File: src/rtl/pixel_frame_scanner_pkg.sv
// Purpose : shared LCD colour constants, geometry and pixel type for the MSP2807 path.
// Latency : n/a (declarations only).
// Backpressure : n/a.
// Contents: rgb565_t, MSP_* RGB565 colours, MSP_BG_DEFAULT, MSP_H_RES/MSP_V_RES.
package pixel_frame_scanner_pkg;

  typedef logic [15:0] rgb565_t;

  localparam rgb565_t MSP_BLACK   = 16'h0000;
  localparam rgb565_t MSP_WHITE   = 16'hFFFF;
  localparam rgb565_t MSP_RED     = 16'hF800;
  localparam rgb565_t MSP_GREEN   = 16'h07E0;
  localparam rgb565_t MSP_BLUE    = 16'h001F;
  localparam rgb565_t MSP_YELLOW  = 16'hFFE0;

  // Colour shown wherever no overlay claims the pixel.
  localparam rgb565_t MSP_BG_DEFAULT = MSP_WHITE;

  // Panel geometry in landscape orientation.
  localparam int MSP_H_RES = 320;
  localparam int MSP_V_RES = 240;

endpackage

File: src/rtl/pixel_frame_scanner_if.sv
// Purpose : RGB565 pixel stream from the frame scanner to the SPI/LCD driver.
// Latency : n/a (wires only).
// Backpressure : word is held while pix_valid && !pix_ready.
// Signals: pix_data (RGB565), pix_valid, pix_first (word is pixel 0,0), pix_ready.
//   master = scanner side, slave = LCD driver side.
interface pixel_frame_scanner_if;
  import pixel_frame_scanner_pkg::*;

  rgb565_t pix_data;
  logic    pix_valid;
  logic    pix_first;
  logic    pix_ready;

  modport master (output pix_data, output pix_valid, output pix_first, input pix_ready);
  modport slave  (input pix_data, input pix_valid, input pix_first, output pix_ready);

endinterface

File: src/rtl/pixel_frame_scanner_layer_priority_mux.sv
// Purpose : pick one colour from LAYERS overlay inputs, lowest active index wins.
// Latency : combinational.
// Backpressure : none; caller must hold inputs stable while stalled.
// Ports: layer_pixel[16*i+:16] / layer_active[i] per layer, bg_colour fallback,
//   colour = selected RGB565 word.
module layer_priority_mux
  import pixel_frame_scanner_pkg::*;
#(
  parameter int LAYERS = 4
) (
  input  logic [16*LAYERS-1:0] layer_pixel,
  input  logic [LAYERS-1:0]    layer_active,
  input  rgb565_t              bg_colour,
  output rgb565_t              colour
);

  // Walk from the lowest-priority layer upward so layer 0 is applied last
  // and therefore overrides everything else.
  always_comb begin
    colour = bg_colour;
    for (int i = LAYERS - 1; i >= 0; i--) begin
      if (layer_active[i]) begin
        colour = layer_pixel[16*i +: 16];
      end
    end
  end

endmodule

File: src/rtl/pixel_frame_scanner.sv
// Purpose : raster walker + overlay compositor streaming one RGB565 frame to the LCD.
// Latency : coordinates on x_pixel/y_pixel in cycle n appear on pix_data in cycle n+1.
// Backpressure : pix_ready low with a pending word freezes pix_data, pix_first, x/y.
// Ports: clk, rst (async, active high), start (honoured in IDLE), busy, frame_done
//   (1-cycle pulse), en/x_pixel/y_pixel to generators, layer_pixel/layer_active
//   from generators, pix (master side of the pixel stream to the LCD driver).
module pixel_frame_scanner
  import pixel_frame_scanner_pkg::*;
#(
  parameter int      H_RES     = MSP_H_RES,
  parameter int      V_RES     = MSP_V_RES,
  parameter int      LAYERS    = 4,
  parameter rgb565_t BG_COLOUR = MSP_BG_DEFAULT
) (
  input  logic                  clk,
  input  logic                  rst,
  input  logic                  start,
  output logic                  busy,
  output logic                  frame_done,
  output logic                  en,
  output logic [8:0]            x_pixel,
  output logic [7:0]            y_pixel,
  input  logic [16*LAYERS-1:0]  layer_pixel,
  input  logic [LAYERS-1:0]     layer_active,
  pixel_frame_scanner_if.master pix
);

  generate
    if (H_RES < 1 || H_RES > 512 || V_RES < 1 || V_RES > 256) begin : g_bad_geometry
      $error("pixel_frame_scanner: H_RES must be 1..512 and V_RES 1..256");
    end
  endgenerate

  localparam logic [1:0] ST_IDLE  = 2'd0;
  localparam logic [1:0] ST_SCAN  = 2'd1;
  localparam logic [1:0] ST_DRAIN = 2'd2;

  localparam logic [8:0] X_LAST = 9'(H_RES - 1);
  localparam logic [7:0] Y_LAST = 8'(V_RES - 1);

  logic [1:0] state;
  rgb565_t    composed;
  logic       adv;
  logic       hs;
  logic       x_wrap;
  logic       at_last;
  logic       at_origin;

  layer_priority_mux #(.LAYERS(LAYERS)) u_mux (
    .layer_pixel  (layer_pixel),
    .layer_active (layer_active),
    .bg_colour    (BG_COLOUR),
    .colour       (composed)
  );

  assign hs        = pix.pix_valid && pix.pix_ready;
  // The output register can take a new word when empty or being drained this edge.
  assign adv       = (state == ST_SCAN) && (!pix.pix_valid || pix.pix_ready);
  assign x_wrap    = (x_pixel == X_LAST);
  assign at_last   = x_wrap && (y_pixel == Y_LAST);
  assign at_origin = (x_pixel == 9'd0) && (y_pixel == 8'd0);

  assign busy = (state != ST_IDLE);
  assign en   = (state == ST_SCAN);

  always_ff @(posedge clk or posedge rst) begin
    if (rst) begin
      state      <= ST_IDLE;
      frame_done <= 1'b0;
    end else begin
      frame_done <= 1'b0;
      case (state)
        ST_IDLE:  if (start) state <= ST_SCAN;
        ST_SCAN:  if (adv && at_last) state <= ST_DRAIN;
        ST_DRAIN: begin
          // Only the final word can be pending here; its acceptance ends the frame.
          if (hs) begin
            state      <= ST_IDLE;
            frame_done <= 1'b1;
          end
        end
        default:  state <= ST_IDLE;
      endcase
    end
  end

  // Counters step only with adv, so they stay frozen under backpressure and
  // end the frame parked at (0,0).
  always_ff @(posedge clk or posedge rst) begin
    if (rst) begin
      x_pixel <= 9'd0;
      y_pixel <= 8'd0;
    end else if (adv) begin
      if (x_wrap) begin
        x_pixel <= 9'd0;
        y_pixel <= (y_pixel == Y_LAST) ? 8'd0 : y_pixel + 8'd1;
      end else begin
        x_pixel <= x_pixel + 9'd1;
      end
    end
  end

  always_ff @(posedge clk or posedge rst) begin
    if (rst) begin
      pix.pix_data  <= 16'h0000;
      pix.pix_valid <= 1'b0;
      pix.pix_first <= 1'b0;
    end else if (adv) begin
      pix.pix_data  <= composed;
      pix.pix_valid <= 1'b1;
      pix.pix_first <= at_origin;
    end else if (hs) begin
      pix.pix_valid <= 1'b0;
      pix.pix_first <= 1'b0;
    end
  end

endmodule

File: src/flat_wrapper.sv
// flat-port wrapper written by rule: the top's interface ports become plain ports
module pixel_frame_scanner_flat import pixel_frame_scanner_pkg::*;
#(
  parameter int      H_RES     = MSP_H_RES,
  parameter int      V_RES     = MSP_V_RES,
  parameter int      LAYERS    = 4,
  parameter rgb565_t BG_COLOUR = MSP_BG_DEFAULT
)
  (clk, rst, start, busy, frame_done, en, x_pixel, y_pixel, layer_pixel, layer_active, pix_pix_data, pix_pix_valid, pix_pix_first, pix_pix_ready);
  pixel_frame_scanner_if pix_i ();
  input  logic clk;
  input  logic rst;
  input  logic start;
  output logic busy;
  output logic frame_done;
  output logic en;
  output logic [8:0] x_pixel;
  output logic [7:0] y_pixel;
  input  logic [16*LAYERS-1:0] layer_pixel;
  input  logic [LAYERS-1:0] layer_active;
  output wire logic [$bits(pix_i.pix_data)-1:0] pix_pix_data;
  output wire logic [$bits(pix_i.pix_valid)-1:0] pix_pix_valid;
  output wire logic [$bits(pix_i.pix_first)-1:0] pix_pix_first;
  input wire logic [$bits(pix_i.pix_ready)-1:0] pix_pix_ready;
  assign pix_pix_data = pix_i.pix_data;
  assign pix_pix_valid = pix_i.pix_valid;
  assign pix_pix_first = pix_i.pix_first;
  assign pix_i.pix_ready = pix_pix_ready;
  pixel_frame_scanner #(.H_RES(H_RES), .V_RES(V_RES), .LAYERS(LAYERS), .BG_COLOUR(BG_COLOUR)) u_core (.clk(clk), .rst(rst), .start(start), .busy(busy), .frame_done(frame_done), .en(en), .x_pixel(x_pixel), .y_pixel(y_pixel), .layer_pixel(layer_pixel), .layer_active(layer_active), .pix(pix_i));
endmodule
File: config.mk
export PLATFORM = sky130hd
export DESIGN_NAME = pixel_frame_scanner_flat
export DESIGN_NICKNAME = d
export VERILOG_FILES = /design/src/rtl/pixel_frame_scanner_pkg.sv /design/src/rtl/pixel_frame_scanner_if.sv /design/src/rtl/pixel_frame_scanner_layer_priority_mux.sv /design/src/rtl/pixel_frame_scanner.sv /design/src/flat_wrapper.sv
export SDC_FILE = /design/constraint.sdc
export NUM_CORES = 1
export LEC_CHECK = 0
export CORE_UTILIZATION = 42
export CTS_BUF_LIST = sky130_fd_sc_hd__clkbuf_2
export CTS_CLUSTER_DIAMETER = 200
export DETAILED_ROUTE_END_ITERATION = 10
export PLACE_DENSITY = 0.83
export SLEW_MARGIN = 30
export SYNTH_ARGS = -nofsm -noshare
export SYNTH_HDL_FRONTEND = slang
export SYNTH_SLANG_ARGS = --single-unit
File: constraint.sdc
create_clock -name clk -period 2.29 [get_ports clk]
set_input_delay 0.229 -clock clk [delete_from_list [all_inputs] [get_ports clk]]
set_output_delay 0.229 -clock clk [all_outputs]
set_load 0.01 [all_outputs]
==> metrics.md, run 1 <==
| Metric | Value |
|---|---|
| CP max-delay cell | clkdlybuf4s50_1 |
| Startpoint Class | register |
| CTS Hold Bufs | 0 |
| Initial DRC Count | slightly above 90 |
| Global-route wire length before repair | 10.0 mm |
| Count of different cell masters after synthesis | 38 |
| Post-DP HPWL | between 4 and 5 mm |
| TritonCTS Buffers | 5 |
| Max Cap Viol | 0 |
| Static leakage | around 1.5 nW |
| CTS tree | yes |
| Reg2reg start | u_core.state[1] |
| DRC Markers | 0 |
| Synth Area per Inst | between 8 and 9 µm² |
| Worst hold path class | in -> async |
| Final setup fails | 0 |
| WP data required | slightly above 2 ns |
| Critical Path AT | between 1.5 and 2 ns |
| Unrepaired setup endpoints after global routing | false |
| H-tree Lvls | 2 |
| Mux contribution to synthesized area | around 1% |
| Largest net degree at the start of global routing | 39 |
| Post-synthesis register bit count | 38 |
| Most frequent cells in the layout | clkdlybuf4s50_1 (109), inv_1 (41), o21ai_0 (38), dfrtp_1 (38), nand2_1 (27) |
| Post-CTS Setup Inserts | 0 |
| Worst path cell trace | nand2b_1, inv_1, clkdlybuf4s50_1 |
| Die area | 5650 µm² |
| Root Buffer | clkbuf_2 |
| Post-DRT Antenna Nets | 0 |
| Crit Path Max Fanout | 9 |
| Synth Area in Simple Gates | between 10% and 20% |
| Cell row count | 26 |
| Placeable Area | between 5000 and 6000 µm² |
| N_diodes | 0 |
| Floorplan die width | approximately 75 µm |
| Status | completed |
| Vias | 2,347 |
| Synth Area in Adders | about 2.2% |
| Io pins | 110 |
| Clk sinks | 38 |
| Initial antenna violation count | 0 |
| Max VDD drop | approximately 0.23 mV |
| Congestion Overflow GR | 0 |
| DR pass1 iterations | 4 |
| Synth Area in XOR/XNOR | under 10% |
| Compound-gate portion of the synthesized area | a little over a quarter |
| Total GRT Usage | a little under a quarter |
| CP startpoint | u_core.state[1] |
| Largest area contributor in the netlist | dfrtp_1 |
| Wirelength per Cell | 14.0 µm |
| Crit. End Element | output port |
| Seq/Total Area, Yosys | 42.3% |
| Pins Over Slew Limit | 0 |
| Initial core utilization | 43.8% |
| Fin. Hold Viols | 0 |
| Fmax | a little under 500 MHz |
| CP peak stage delay | between 0.5 and 0.6 ns |
| Gpl congestion | approximately 0.84 |
| PwrDens | approximately 480 nW/µm² |
| Post-Syn Area | 2250 µm² |
| Hold Slack | 0.237 ns |
| Final Skew | 0.00691 ns |
| Top cell type's share of synthesized area | a little over two fifths |
| Clock slew at reported path FFs | 0.17 ns |
| Total nets after synthesis | ~340 |
| Vias in the first global route | 2,225 |
| Final nets | approximately 450 |
| Area delta synth->final | 53.9% |
| Tot Pwr | 1.66 mW |
| IO Port Bufs | 109 |
| Yosys Warn Count | 0 |
| Skew-Pair Late Insertion Delay | roughly 0.38 ns |
| Crit Path Category | reg -> out |
| Max_slew headroom | between 50 and 60% |
| Die Span Y | approximately 75 µm |
| Layout cells sized above 1 | under 10% |
| Commonest non-fill, non-tap cell in the layout | clkdlybuf4s50_1 |
| Min Tclk post-route | around 2.0 ns |
| Vias per inst | 5.31 |
| CTS resizes | 0 |
| Drt total wl | about 6.2 mm |
| Final period util | between 80% and 90% |
| Largest family of logic cells by synthesized area | compound AO/OA/AOI/OAI gates |
| Post-Synthesis Cells | ~260 |
| Layout Utilization | 67.4% |
| Leading post-synthesis cells by cell area | dfrtp_1 (42%), o21ai_0 (8.5%), inv_1 (6.8%) |
| Setup_tns | 0 ns |
| Slew @ Worst Pin | between 0.6 and 0.7 ns |
| Bufs on Longest Clock Path | 2 |
-- layout make-up --
class,instances,area (µm²)
inverter,41,154
clock inverter,1,3.75
tap,70,87.6
multi-input combinational,169,1080
sequential,38,951
fill,450,1680
timing repair buffer,118,1160
clock buffer,5,25.0
-- worst max-delay path: cells and delay by family (launching register included) --
kind / cells / cell delay [ns]
flip-flops: 1 / 0.45
AND/OR/NAND/NOR: 1 / 0.31
buffers and inverters: 2 / 0.67
-- sequential cells by signal (all words and copies together) (netlist names) --
signal,count
u_core.pix.pix_data,16
u_core.x_pixel,9
u_core.y_pixel,8
u_core.state,2
u_core.frame_done,1
u_core.pix.pix_first,1
u_core.pix.pix_valid,1
-- synth_stat cells --
| library cell | count |
|---|---|
| a211oi_1 | 17 |
| a221oi_1 | 15 |
| a22o_1 | 3 |
| a2bb2oi_1 | 1 |
| a31oi_1 | 2 |
| a32o_1 | 1 |
| a41o_1 | 1 |
| and2_1 | 2 |
| and3_1 | 1 |
| buf_2 | 1 |
| buf_6 | 1 |
| clkbuf_1 | 13 |
| dfrtp_1 | 38 |
| ha_1 | 4 |
| inv_1 | 41 |
| mux2_2 | 2 |
| nand2_1 | 27 |
| nand2b_1 | 3 |
| nand3_1 | 5 |
| nand3_2 | 1 |
| nand4b_1 | 1 |
| nor2_1 | 6 |
| nor2_4 | 1 |
| nor2b_1 | 4 |
| nor3_1 | 6 |
| nor3b_1 | 2 |
| nor4_1 | 6 |
| o211ai_1 | 5 |
| o21ai_0 | 38 |
| o21ai_2 | 1 |
| o31ai_1 | 1 |
| o41ai_1 | 2 |
| or2_2 | 1 |
| or3_1 | 1 |
| or3_2 | 1 |
| or3_4 | 1 |
| or4_4 | 1 |
| xnor2_1 | 6 |
-- layer usage --
layer	GRT usage (%)	vias up	routed length (µm)
met5	0	-	0
met4	7.61	0	64
met3	5.62	9	472
met2	42.0	99	3130
met1	28.1	1087	2540
li1	-	1152	-
-- path summary, 6_finish.rpt --
path                       slack [ns]  cells after the start                       to
max                              0.25                      3                       en
min                              0.24                      3   u_core.pix.pix_data[9]
max reg2reg                      0.28                      4        u_core.y_pixel[4]
min reg2reg                      0.51                      2  u_core.pix.pix_data[13]
max in group asynchronous        1.72                      3        u_core.x_pixel[1]
min in group clk                 0.43                      3          u_core.state[0]
-- power by group --
| group | internal, mW | leakage, nW | switching [mW] |
|---|---|---|---|
| sequential | 0.747 | 0.463 | 0.0883 |
| clock | 0.0607 | 0.0223 | 0.201 |
| combinational | 0.334 | 0.973 | 0.227 |
| total | 1.14 | 1.46 | 0.516 |
-- logic make-up after synthesis --
logic type / Yosys count
AOI/OAI and AO/OA: 87
xor gates and xnor gates: 6
adders and majority gates: 4
buffers and inverters: 56
DFF: 38
muxes: 2
and+or+nand+nor: 70
-- through the flow --
step	cell area [µm²]	setup slack, ns	std cells
final	3460	0.254	442
after CTS	3460	0.233	442
after global routing	3460	0.134	442
after floorplan	2250	0.496	263
after global placement	3430	0.233	436
after detailed placement	3430	0.140	436
No activity file was read; power rests on OpenSTA's default activity.
==> run 2, diff against run 1 <==
Settings changed: PLACE_DENSITY 0.83 to 0.94, REMOVE_ABC_BUFFERS from default to 1.
==> metrics.md, run 2 (synthesized netlist as in run 1, its figures left out) <==
| Metric | Value |
|---|---|
| Final cell count without fillers | 444 (+0.45%) |
| Pint | 1.28 mW (+12%) |
| Buffers plus inverters on the worst setup path | 2 (unchanged) |
| CTS tree | yes |
| Die area | 5650 µm² (unchanged) |
| Post-CTS Setup Inserts | 0 (unchanged) |
| Vias in the first global route | 2,279 (+2.4%) |
| Status | completed |
| Largest regs | u_core.pix.pix_data x16, u_core.x_pixel x9, u_core.y_pixel x8 |
| Crit Path Max Fanout | 9 (unchanged) |
| Post-DP HPWL | 4.82 mm (-3.1%) |
| Worst hold path class | in -> async |
| Cell row count | 26 (unchanged) |
| DRC Markers | 0 (unchanged) |
| Final period util | 88.6% (-0.35 points) |
| Pins Over Slew Limit | 0 (unchanged) |
| Drt total wl | 6.22 mm (+0.27%) |
| Post-DRT Antenna Nets | 0 (unchanged) |
| IO Port Bufs | 109 (unchanged) |
| H-tree Lvls | 2 (unchanged) |
| Vias | 2,338 (-0.38%) |
| Crit. End Element | output port |
| Worst path cell trace | nand2b_1, inv_1, clkdlybuf4s50_1 |
| Final Skew | 0.0241 ns (+0.0172 ns) |
| Commonest non-fill, non-tap cell in the layout | clkdlybuf4s50_1 |
| Max reg flops | 16 (unchanged) |
| Max VDD drop | 0.294 mV (+28%) |
| Number of cells on the critical path | 3 (unchanged) |
| Startpoint Class | register |
| Layout cells sized above 1 | 7.22% (+0.77 points) |
| Sw frac | 29.9% (-1.2 points) |
| CTS Hold Bufs | 0 (unchanged) |
| CP max-delay cell | clkdlybuf4s50_1 |
| Largest register by flop count | u_core.pix.pix_data |
| Max_slew headroom | 54.4% (-2.4 points) |
| Initial antenna violation count | 0 (unchanged) |
| Clk sinks | 38 (unchanged) |
| Clock slew at reported path FFs | 0.20 ns (+0.03 ns) |
| Die Span Y | 75.2 µm (unchanged) |
| Vias per inst | 5.27 (-0.83%) |
| Post-route cell area | 3500 µm² (+1.0%) |
| Area delta synth->final | 55.5% |
| Global-route wire length before repair | 10.1 mm (+0.48%) |
| Slew @ Worst Pin | 0.683 ns (+0.0355 ns) |
| Fmax | 493 MHz (+0.39%) |
| Io pins | 110 (unchanged) |
| Most frequent cells in the layout | clkdlybuf4s50_1 (109), inv_1 (41), o21ai_0 (38), dfrtp_1 (38), nand2_1 (27) |
| Bufs on Longest Clock Path | 2 (unchanged) |
| Seq pwr share | 45.8% (-4.6 points) |
| Placeable Area | 5140 µm² (unchanged) |
| Final worst slack | 0.262 ns (+0.00799 ns) |
| Min Tclk post-route | 2.03 ns (-0.00799 ns) |
| N_diodes | 0 (unchanged) |
| Congestion Overflow GR | 0 (unchanged) |
| Clk network pwr share | 23.0% (+7.2 points) |
| Hold Slack | 0.215 ns (-0.0219 ns) |
| CTS resizes | 0 (unchanged) |
| WP data required | 2.06 ns (about the same) |
| Floorplan die width | 75.2 µm (unchanged) |
| Skew-Pair Late Insertion Delay | 0.39 ns (about the same) |
| Total GRT Usage | 23.9% (+0.26 points) |
| Unrepaired setup endpoints after global routing | false |
| Static leakage | 1.48 nW (+1.4%) |
| DP Worst Slack | 0.230 ns (+0.0901 ns) |
| Initial DRC Count | 67 (-26%) |
| Root Buffer | clkbuf_2 |
| # placed instances | 436 (unchanged) |
| Wirelength per Cell | 14.0 µm (-0.18%) |
| CP peak stage delay | 0.54 ns (about the same) |
| Combinational share of power | 31.2% (-2.6 points) |
| Gpl congestion | 0.827 (-1.5%) |
| Top cell family by delay on the critical path | buffers and inverters |
| Net switching power | 545 µW (+5.5%) |
| DR pass1 iterations | 4 (unchanged) |
| Crit Path Category | reg -> out |
| TritonCTS Buffers | 5 (unchanged) |
| Critical Path AT | 1.80 ns (about the same) |
| Final setup fails | 0 (unchanged) |
| PwrDens | 520 nW/µm² (+8.7%) |
| Max Cap Viol | 0 (unchanged) |
| Setup_tns | 0 ns (unchanged) |
| Reg2Reg Depth | 4 (unchanged) |
| Post-Place Cell Area | 3430 µm² (about the same) |
| Initial core utilization | 43.8% (unchanged) |
| Fin. Hold Viols | 0 (unchanged) |
| Final nets | 449 (unchanged) |
| Largest net degree at the start of global routing | 39 (unchanged) |
run 2: cell count changes in the layout (fill, tap and decap cells not counted):
cell,before,now
bufinv_16,0,1
clkinv_1,1,0
clkbuf_2,5,7
run 2: metal layers:
metal / vias up / global-route usage [%] / wire, µm
met2: 93 / 44.3 / 3200
met1: 1081 / 27.0 / 2510
li1: 1153 / - / -
met4: 0 / 6.38 / 112
met5: - / 0 / 0
met3: 11 / 6.29 / 398
run 2: power by group through the flow:
stage	sequential, mW	clock, mW	combinational [mW]
final	0.834	0.419	0.567
after global routing	0.849	0.454	0.623
after CTS	0.834	0.422	0.571
after detailed placement	0.848	0	0.570
after global placement	0.845	0	0.550
after floorplan	0.867	0	0.180
run 2: area by class of cell:
type | instances | area [µm²]
fill | 437 | 1640
timing repair buffer | 118 | 1160
multi-input combinational | 169 | 1080
sequential | 38 | 951
inverter | 41 | 154
tap | 70 | 87.6
clock buffer | 7 | 35.0
clock inverter | 1 | 30.0
run 2: stage by stage:
stage / total power [mW] / utilization, %
global route: 1.93 / 68.1
detailed placement: 1.42 / 66.8
global placement: 1.40 / 66.7
CTS: 1.83 / 68.1
floorplan: 1.05 / -
finish: 1.82 / 68.1
run 2: final timing paths:
path                                  from                     end  slack (ns)
setup reg to reg           u_core.state[1]       u_core.y_pixel[4]        0.27
hold reg to reg            u_core.state[1]         u_core.state[0]        0.51
setup / recovery           u_core.state[1]                      en        0.26
max in group asynchronous              rst  u_core.pix.pix_data[5]        1.71
min in group clk                     start         u_core.state[0]        0.40
hold / removal                         rst    u_core.pix.pix_valid        0.22
run 2: worst register-to-register path, cell delays in order (launching register included):
cell and delay (ns):
dfrtp_1 0.45, nand2b_1 0.29, or3_4 0.49, nor3_1 0.34, mux2_2 0.37
==> run 3, diff against run 2 <==
--- a/config.mk
+++ b/config.mk
@@ -13,2 +13,3 @@
 export REMOVE_ABC_BUFFERS = 1
+export SETUP_SLACK_MARGIN = 0.3
 export SLEW_MARGIN = 30
==> constraint.sdc (replaced) <==
create_clock -name clk -period 2.29 [get_ports clk]
set_input_delay 0.3435 -clock clk [delete_from_list [all_inputs] [get_ports clk]]
set_output_delay 0.3435 -clock clk [all_outputs]
set_load 0.01 [all_outputs]
==> metrics.md, run 3 (synthesized netlist as in run 1, its figures left out) <==
| Metric | Value |
|---|---|
| N_diodes | 0 (unchanged) |
| Crit. End Element | register |
| Initial DRC Count | 99 (+48%) |
| Commonest non-fill, non-tap cell in the layout | clkdlybuf4s50_1 |
| Final period util | 83.5% (-5.1 points) |
| Vias per inst | 5.35 (+1.7%) |
| Max Cap Viol | 0 (unchanged) |
| Area delta synth->final | 56.7% |
| CTS Hold Bufs | 0 (unchanged) |
| Gpl congestion | 0.820 (-0.81%) |
| Global-route wire length before repair | 9.92 mm (-1.8%) |
| # placed instances | 437 (+0.23%) |
| Final nets | 454 (+1.1%) |
| Congestion Overflow GR | 0 (unchanged) |
| Critical Path AT | 2.21 ns (+0.41 ns) |
| Tot Pwr | 1.69 mW (-6.9%) |
| Fmax | 523 MHz (+6.1%) |
| Crit Path Max Fanout | 6 (-3) |
| TritonCTS Buffers | 5 (unchanged) |
| Pins Over Slew Limit | 0 (unchanged) |
| Clock slew at reported path FFs | 0.19 ns (about the same) |
| Static leakage | 1.49 nW (+0.64%) |
| DR WL met2 | 3.30 mm (+3.2%) |
| DRC Markers | 0 (unchanged) |
| Initial core utilization | 43.8% (unchanged) |
| Status | completed |
| Final setup fails | 0 (unchanged) |
| Floorplan die width | 75.2 µm (unchanged) |
| Clk sinks | 38 (unchanged) |
| Skew-Pair Late Insertion Delay | 0.40 ns (about the same) |
| CTS tree | yes |
| Most frequent cells in the layout | clkdlybuf4s50_1 (107), inv_1 (41), o21ai_0 (38) |
| Post-DP HPWL | 4.96 mm (+3.0%) |
| Highest routed layer | met4 |
| Crit Path Category | reg -> reg |
| Unrepaired setup endpoints after global routing | true |
| Max reg flops | 16 (unchanged) |
| WP data required | 2.59 ns (+0.53 ns) |
| Layout cells sized above 1 | 8.97% (+1.8 points) |
| Slew @ Worst Pin | 0.702 ns (+0.0190 ns) |
| Root Buffer | clkbuf_2 |
| Max VDD drop | 0.342 mV (+17%) |
| Fin. Hold Viols | 0 (unchanged) |
| Worst hold path class | in -> async |
| Post-DRT Antenna Nets | 0 (unchanged) |
| Wirelength per Cell | 13.9 µm (-0.86%) |
| Met3 wire len | 506 µm (+27%) |
| Drt total wl | 6.24 mm (+0.26%) |
| WL met1 | 2.34 mm (-6.6%) |
| IO Port Bufs | 109 (unchanged) |
| Vias | 2,404 (+2.8%) |
| DR pass1 iterations | 6 (+2) |
| Largest register by flop count | u_core.pix.pix_data |
| Cell row count | 26 (unchanged) |
| Final Skew | 0.0211 ns (-0.00303 ns) |
| Io pins | 110 (unchanged) |
| Total GRT Usage | 23.0% (-0.90 points) |
| Largest regs | u_core.pix.pix_data x16, u_core.x_pixel x9, u_core.y_pixel x8 |
| Placeable Area | 5140 µm² (unchanged) |
| Final cell count without fillers | 449 (+1.1%) |
| Bufs on Longest Clock Path | 2 (unchanged) |
| Die Span Y | 75.2 µm (unchanged) |
| PwrDens | 481 nW/µm² (-7.6%) |
| H-tree Lvls | 2 (unchanged) |
| Setup_tns | 0 ns (unchanged) |
| Die area | 5650 µm² (unchanged) |
| Largest net degree at the start of global routing | 33 (-15%) |
| Vias in the first global route | 2,245 (-1.5%) |
| Startpoint Class | register |
| Layout Utilization | 68.6% (+0.51 points) |
| Max_slew headroom | 53.1% (-1.3 points) |
| Min Tclk post-route | 1.91 ns (-0.117 ns) |
| Initial antenna violation count | 0 (unchanged) |
| Hold Slack | 0.212 ns (-0.00330 ns) |
-- run 3: changes by cell type in the layout (fill, tap and decap cells not counted), sizes merged --
cell / change
dlygate4sd2: +1
buf: +5
clkdlybuf4s50: -2
bufinv: -1
clkbuf: -1
clkinv: +2
dlymetal6s2s: +1
-- run 3: power by group --
group	switching, mW	total, mW	internal, mW	leakage (nW)
clock network	0.215	0.290	0.0750	0.0304
logic	0.230	0.565	0.335	0.995
registers	0.0923	0.839	0.747	0.463
-- run 3: what timing repair did --
item | CTS | global route
resized for setup | 4 | 2
buffers inserted | 4 | 0
endpoints found under the setup margin | 3 | 2
pin swaps | 0 | 0
-- run 3: per-stage QoR --
| stage | setup slack, ns | cell area [µm²] |
|---|---|---|
| after floorplan | 0.504 | 2180 |
| after global placement | 0.00264 | 3440 |
| after detailed placement | 0.0955 | 3440 |
| after CTS | 0.308 | 3520 |
| after global routing | 0.248 | 3520 |
| final | 0.379 | 3520 |
-- run 3: final cells by class --
type	count	area [µm²]
fill	439	1620
timing repair buffer	123	1200
multi-input combinational	169	1090
sequential	38	952
inverter	41	154
tap	70	87.6
clock buffer	6	30.0
clock inverter	2	8.76
-- run 3: path summary, 6_finish.rpt --
kind	slack, ns	from	end	cells after the start
max in group asynchronous	1.52	rst	u_core.pix.pix_data[14]	3
worst min register to register	0.50	u_core.pix.pix_data[9]	u_core.pix.pix_data[9]	2
worst max-delay path	0.38	u_core.x_pixel[3]	u_core.y_pixel[4]	4
worst max register to register	0.38	u_core.x_pixel[3]	u_core.y_pixel[4]	4
worst min-delay path	0.21	rst	u_core.x_pixel[3]	2
min in group clk	0.49	start	u_core.state[0]	3
-- run 3: layer usage --
layer,track usage (%),vias up
li1,-,1162
met3,6.83,8
met2,43.5,112
met5,0,-
met1,25.1,1122
met4,5.35,0
-- run 3: worst max-delay path: stages, from the launching register on --
cell and delay, ns:
dfrtp_1 0.52, nand3_2 0.15, or3_1 0.51, nor3_2 0.28
mux2_2 0.36
